--- src/rtl/mem_arb_pkg.sv ---
// Shared types and grant-selection helper for mem_arbiter.
//
// Contents:
//   port_id_t  - requester identifier (0 = core fetch/load/store, 1 = loader/debug)
//   pick_t     - result of grant selection {valid, port}
//   mem_req_t  - one memory access {we, addr, wdata} at the default bus widths
//   pick_port  - combinational round-robin choice with bounded bursts
package mem_arb_pkg;

  localparam int MEM_AW = 32;
  localparam int MEM_DW = 32;

  typedef logic port_id_t;
  localparam port_id_t PORT0 = 1'b0;
  localparam port_id_t PORT1 = 1'b1;

  typedef struct packed {
    logic     valid;
    port_id_t port;
  } pick_t;

  typedef struct packed {
    logic              we;
    logic [MEM_AW-1:0] addr;
    logic [MEM_DW-1:0] wdata;
  } mem_req_t;

  // A lone requester always wins. Under contention the current owner keeps the
  // port until its burst budget is spent, then the other side gets it.
  function automatic pick_t pick_port(input logic     req0,
                                      input logic     req1,
                                      input port_id_t last_owner,
                                      input logic     burst_at_max);
    pick_t p;
    p.valid = req0 | req1;
    if (req0 && req1)
      p.port = burst_at_max ? ~last_owner : last_owner;
    else if (req1)
      p.port = PORT1;
    else
      p.port = PORT0;
    return p;
  endfunction

endpackage

--- src/rtl/mem_arbiter.sv ---
// Two-port arbiter in front of a single unified memory port.
//
// Port 0 is the multicycle core, port 1 the loader/debug master. At most one
// access is issued per cycle; read data returns one cycle later, tagged to the
// port that issued it. Bounded-burst round-robin prevents starvation.
//
// Ports:
//   clk, reset               - clock, synchronous active-high reset
//   m0_/m1_req,we,addr,wdata - requester inputs, held stable until granted
//   m0_/m1_gnt               - access issued this cycle (combinational)
//   m0_/m1_rvalid,rdata      - read return, one cycle after a granted read
//   mem_we,addr,wdata        - memory request bus (zero when idle)
//   mem_rdata                - memory read data, one cycle after the address
import mem_arb_pkg::*;

module mem_arbiter #(
  parameter int AW        = 32,
  parameter int DW        = 32,
  parameter int MAX_BURST = 4
) (
  input  logic          clk,
  input  logic          reset,
  input  logic          m0_req,
  input  logic          m0_we,
  input  logic [AW-1:0] m0_addr,
  input  logic [DW-1:0] m0_wdata,
  input  logic          m1_req,
  input  logic          m1_we,
  input  logic [AW-1:0] m1_addr,
  input  logic [DW-1:0] m1_wdata,
  output logic          m0_gnt,
  output logic          m1_gnt,
  output logic          m0_rvalid,
  output logic          m1_rvalid,
  output logic [DW-1:0] m0_rdata,
  output logic [DW-1:0] m1_rdata,
  output logic          mem_we,
  output logic [AW-1:0] mem_addr,
  output logic [DW-1:0] mem_wdata,
  input  logic [DW-1:0] mem_rdata
);

  localparam int             BW        = $clog2(MAX_BURST + 1);
  localparam logic [BW-1:0]  BURST_MAX = BW'(MAX_BURST);
  localparam logic [BW-1:0]  BURST_ONE = BW'(1);

  port_id_t      last_owner;
  logic [BW-1:0] burst_cnt;
  logic          rd_pend;
  port_id_t      rd_port;

  pick_t         pick;

  // Grant selection and request mux (issue stage)
  always_comb begin
    pick      = pick_port(m0_req, m1_req, last_owner, burst_cnt == BURST_MAX);
    m0_gnt    = 1'b0;
    m1_gnt    = 1'b0;
    mem_we    = 1'b0;
    mem_addr  = '0;
    mem_wdata = '0;
    if (pick.valid) begin
      if (pick.port == PORT1) begin
        m1_gnt    = 1'b1;
        mem_we    = m1_we;
        mem_addr  = m1_addr;
        mem_wdata = m1_wdata;
      end else begin
        m0_gnt    = 1'b1;
        mem_we    = m0_we;
        mem_addr  = m0_addr;
        mem_wdata = m0_wdata;
      end
    end
  end

  always_ff @(posedge clk) begin
    if (reset) begin
      last_owner <= PORT0;
      burst_cnt  <= '0;
      rd_pend    <= 1'b0;
      rd_port    <= PORT0;
    end else if (!pick.valid) begin
      burst_cnt  <= '0;
      rd_pend    <= 1'b0;
    end else begin
      if (pick.port == last_owner) begin
        // Saturate rather than wrap so a long solo run still yields at once
        // when the other side starts requesting.
        if (burst_cnt != BURST_MAX)
          burst_cnt <= burst_cnt + BURST_ONE;
      end else begin
        last_owner <= pick.port;
        burst_cnt  <= BURST_ONE;
      end
      rd_pend <= !mem_we;
      if (!mem_we)
        rd_port <= pick.port;
    end
  end

  // Read return stage: rvalid is masked during reset so a read granted just
  // before reset never surfaces.
  assign m0_rvalid = rd_pend && (rd_port == PORT0) && !reset;
  assign m1_rvalid = rd_pend && (rd_port == PORT1) && !reset;
  assign m0_rdata  = mem_rdata;
  assign m1_rdata  = mem_rdata;

endmodule

--- config.mk ---
export PLATFORM = sky130hd
export DESIGN_NAME = mem_arbiter
export DESIGN_NICKNAME = d
export VERILOG_FILES = /design/src/rtl/mem_arb_pkg.sv /design/src/rtl/mem_arbiter.sv
export SDC_FILE = /design/constraint.sdc
export NUM_CORES = 1
export LEC_CHECK = 0
export BUFFER_PORTS_ARGS = -buffer_cell sky130_fd_sc_hd__clkbuf_2
export CORE_AREA = 3 3 114 116
export DETAILED_ROUTE_END_ITERATION = 8
export DIE_AREA = 0 0 117 119
export GPL_TIMING_DRIVEN = 0
export PLACE_DENSITY_LB_ADDON = 0.3
export SLEW_MARGIN = 20
export SYNTH_ARGS = -nofsm -noshare
export SYNTH_HDL_FRONTEND = slang
export SYNTH_SLANG_ARGS = --single-unit
--- constraint.sdc ---
create_clock -name clk -period 1.85 [get_ports clk]
set_clock_uncertainty 0.05 [all_clocks]
set_input_delay 0.2775 -clock clk [delete_from_list [all_inputs] [get_ports clk]]
set_output_delay 0.2775 -clock clk [all_outputs]
set_load 0.03 [all_outputs]
# --- After elaboration in Yosys (flattened, before gate mapping) ---
# Index checks and enable logic that the tools add are counted.
op_classes:
  bitwise: 6
  add_sub_neg: 1
  n_mul: 0
  magnitude_cmp: 0
  n_mux: 15
  div_mod_pow: 0
  n_shift: 0
  eq_ne: 4
  n_reduce_logical: 11
ops:
  columns: ["cell", "count"]
  rows:
  - ["$mux 32", 4]
  - ["$mux 1", 11]
  - ["$logic_and 1x1->1", 5]
  - ["$not 1->1", 5]
  - ["$reduce_and 2->1", 2]
  - ["$add 3x1->3 const B", 1]
  - ["$eq 3x3->1 const B", 1]
  - ["$ne 3x3->1 const B", 1]
  - ["$reduce_or 3->1", 1]
  - ["$logic_not 1->1", 2]
  - ["$ne 2x1->1 const B", 1]
  - ["$reduce_or 2->1", 1]
  - ["$eq 1x1->1", 1]
  - ["$or 1x1->1", 1]
word_totals:
  register_bits: 6
  latchBits: 0
  rom_bits: 0
  mem_count: 0
  mem_bits_rw: 0

# --- Longest topological paths before layout ---
depth:
  ltp_word: 7
  depth_mapped: 7
  mapped_depth_nobuf: 5

# --- Least setup slack after synthesis ---
# OpenSTA, ideal clock, no wires.
synth_path:
  path_kind: "reg2out"
  startpoint: "register burst_cnt[0]"
  endpoint: "output port mem_addr[10]"
  stages_incl_launch_ff: 7
  arrival_ps: 1688
  n_path_buf: 1
  slack_ps: -165
  path_cell_list: "dfxtp_1 inv_1 ha_1 a21bo_2 a31oi_4 buf_2 a22o_1"
synth_via:
  elab_chain_len: 5
synth_rtl:
  columns: ["element", "line_no", "source"]
  rows:
  - ["from (decl)", "mem_arbiter.sv:48", "logic [BW-1:0] burst_cnt;"]
  - ["from (signal assigned)", "mem_arbiter.sv:91", "burst_cnt <= burst_cnt + BURST_ONE;"]
  - ["$eq 3x3->1", "mem_arbiter.sv:56", "pick = pick_port(m0_req, m1_req, last_owner, burst_cnt == BURST_MAX);"]
  - ["$mux 1", "mem_arb_pkg.sv:37", "p.port = burst_at_max ? ~last_owner : last_owner;"]
  - ["$mux 1", "mem_arb_pkg.sv:36", "if (req0 && req1)"]
  - ["$mux 32", "mem_arbiter.sv:63", "if (pick.port == PORT1) begin"]
  - ["$mux 32", "mem_arbiter.sv:62", "if (pick.valid) begin"]
  - ["to (decl)", "mem_arbiter.sv:38", "output logic [AW-1:0] mem_addr,"]
# No other way between the ends.

# --- Worst setup path after layout ---
layout_path:
  startpoint: "register burst_cnt[0]"
  endpoint: "output port mem_wdata[7]"
layout_via:
  elab_chain_len: 5
layout_rtl:
  columns: ["element", "line_no", "source"]
  rows:
  - ["$eq 3x3->1", "mem_arbiter.sv:56", null]
  - ["$mux 1", "mem_arb_pkg.sv:37", null]
  - ["$mux 1", "mem_arb_pkg.sv:36", null]
  - ["$mux 32", "mem_arbiter.sv:63", null]
  - ["$mux 32", "mem_arbiter.sv:62", null]
  - ["to (decl)", "mem_arbiter.sv:39", "output logic [DW-1:0] mem_wdata,"]
# No other way between the ends.

==> reports/metrics.yaml <==
antennaDiodeCount: 0
maxCapViolCount: 0
grt_first_pass_wirelength_um: 12800
clock-root-buffer: "clkbuf_16"
cp_common_cell: "buf_12"
htreeDepth: 1
max-vdd-ir-drop_mv: 0.408
finalWorstSetupSlack_ns: -0.350
power_w: 0.00212
numPortBuffers: 264
async_flop_share_pct: 0
synthesis.nets: 362
hp-class: "input pin to register"
post-route-drc-count: 0
overflow: 0
final_max_slew_viol_count: 0
area_growth_pct: 170
netlist_instances: 194
synth_edf_count: 0
clk_pin_slew_worst_paths_ns: 0.03
cts_hold_buf: 0
dp_slack_ns: -0.301
drive_gt1_share_pct: 88.4
worstPathRequired_ns: 1.52
num_rows: 40
firstDrtPassIters: 4
place_inst: 605
first_global_vias: 2540
grt.total_usage_pct: 11.4
dieArea_sq_um: 13900
cts_tree: "yes"
setup_viol: 67
fmax_mhz: 455
tns_ns: -21.10
synth.distinct_cells: 30
tightest_slew_ns: 0.383
worstSkewPairLatency_ns: 0.22
core-area_sq_um: 12000
status: "finished with violations"
cts.sinks: 6
synth_top_cell_by_area: "a22o_1"
synthTopCellsByArea: "a22o_1 36%, buf_4 31%, dfxtp_1 7.5%"
critical_path_class: "register to output pin"
hpwlAfterDp_um: 7720
crit_fanout: 6
p_leak_nw: 2.36
startpoint_type: "register"
cts_buffers: 3
io_pins: 299
fin_crit_ns: 2.20
start_util_pct: 13.3
netlist_area_sq_um: 1600
wl_um: 9070
rsz0062_at_grt: "true"
wl_per_cell_um: 14.6
worstPathCellList: "inv_2, ha_4, and2_4, o211a_4, buf_12, buf_12, a22o_4, clkbuf_16"
stdcell_count: 621
postLayoutCoreUtil_pct: 36.0
failed_checks: "negative setup slack"
netlist.area_leader.share_pct: 35.6
cpPeakStageDelay_ns: 0.33
hold_viol_final: 0
multi_input_area_sq_um: 1240
synth-seq-cells: 6
die_x_um: 117
finalCritPeriodShare_pct: 119
syn_avg_cell_area_sq_um: 8.24
crit_path_end_kind: "output pin"
worstPathArrival_ns: 1.87
chipHeight_um: 119
fill_cells: 1211
timing.slew.headroom_pct: 74.5
yosys_warnings: 0
place_congestion: 0.749
routed-via-count: 2497
antenna_found_initial: 0
ys_seq_area_share_pct: 7.51
max-clock-path-buffers: 2
regArea_sq_um: 123
viasPerCell: 4.02
drtAntennaViolNets: 0
p_per_area_nw_per_um2: 490
grt_max_degree: 11
drt_iter0_drc: 105
layout.nets: 644
synthTopCellsByCount: "65 x a22o_1, 65 x buf_4, 9 x buf_6"
cp_slowest_cell: "dfxtp_2"
synth_ff_type: "dfxtp_1"
-- worst max-delay path: cells and delay by family (launching register included) --
kind | cells | cell delay (ns)
flip-flops | 1 | 0.33
AND/OR/NAND/NOR | 1 | 0.16
adder cells (fa/ha/maj) | 1 | 0.17
AO/OA/AOI/OAI | 2 | 0.49
buffers and inverters | 4 | 0.49
-- placed cells by master, fill, tap and decap left out, types with 3 or more instances in the layout --
cell type / n
a21oi_1: 4
a22o_1: 15
a22o_2: 9
a22o_4: 41
buf_12: 5
buf_4: 74
buf_6: 5
buf_8: 46
clkbuf_16: 4
clkbuf_2: 197
clkbuf_4: 21
clkbuf_8: 3
dfxtp_1: 4
inv_1: 3
nand2_1: 5
nor2_1: 3
nor3_1: 3
-- per-stage QoR --
| step | hold WS, ns | cell area, sq um |
|---|---|---|
| after floorplan | 0.396 | 1980 |
| after global placement | 0.414 | 3480 |
| after detailed placement | 0.423 | 3480 |
| after CTS | 0.341 | 4230 |
| after global routing | 0.356 | 4320 |
| final | 0.341 | 4320 |
-- flip-flops by register name (all words and copies together), names as in the netlist --
name        cells
rd_pend         1
rd_port         1
burst_cnt       3
last_owner      1
-- layout make-up --
class	count	share of cell area, %
inverters	5	0.434
clock buffers	3	1.74
flip-flops and latches	6	2.84
plain buffers	80	15.9
repair buffers	277	46.1
well taps	147	4.26
multi-input cells	103	28.7
-- per-layer routing --
| layer | GRT usage (%) | routed length (um) |
|---|---|---|
| met4 | 1.08 | 60 |
| met2 | 23.1 | 5140 |
| met1 | 12.2 | 3140 |
| met3 | 2.18 | 732 |
| met5 | 0 | 0 |
-- cells by family (layout without fill, tap and decap cells) --
logic type	count (synthesis)	in the layout	share of synthesized area (%)
AO/OA/AOI/OAI	79	79	43.0
AND/OR/NAND/NOR	20	20	6.89
flip-flops	6	6	7.51
multiplexers	2	2	1.33
adder cells (fa/ha/maj)	2	2	1.56
buffers and inverters	85	365	39.8
-- report_power, final --
group | switching [W] | internal [W]
clock network | 0.0000658 | 0.000277
logic | 0.000809 | 0.000819
registers | 0.00000785 | 0.000139
-- repair_timing --
action,CTS,global route
setup endpoints to repair,67,67
pin swaps,4,1
cloned,2,0
buffers inserted,8,3
gates resized for setup,138,47
-- worst paths after layout --
path                                    from           end  slack, ns  cells after the start
worst max register to register    last_owner  burst_cnt[2]       0.41                      3
worst max-delay path            burst_cnt[0]  mem_wdata[7]      -0.35                      8
worst min-delay path                   m1_we       rd_pend       0.34                      3
worst min register to register    last_owner    last_owner       0.53                      2
(Power assumes the default switching activity.)
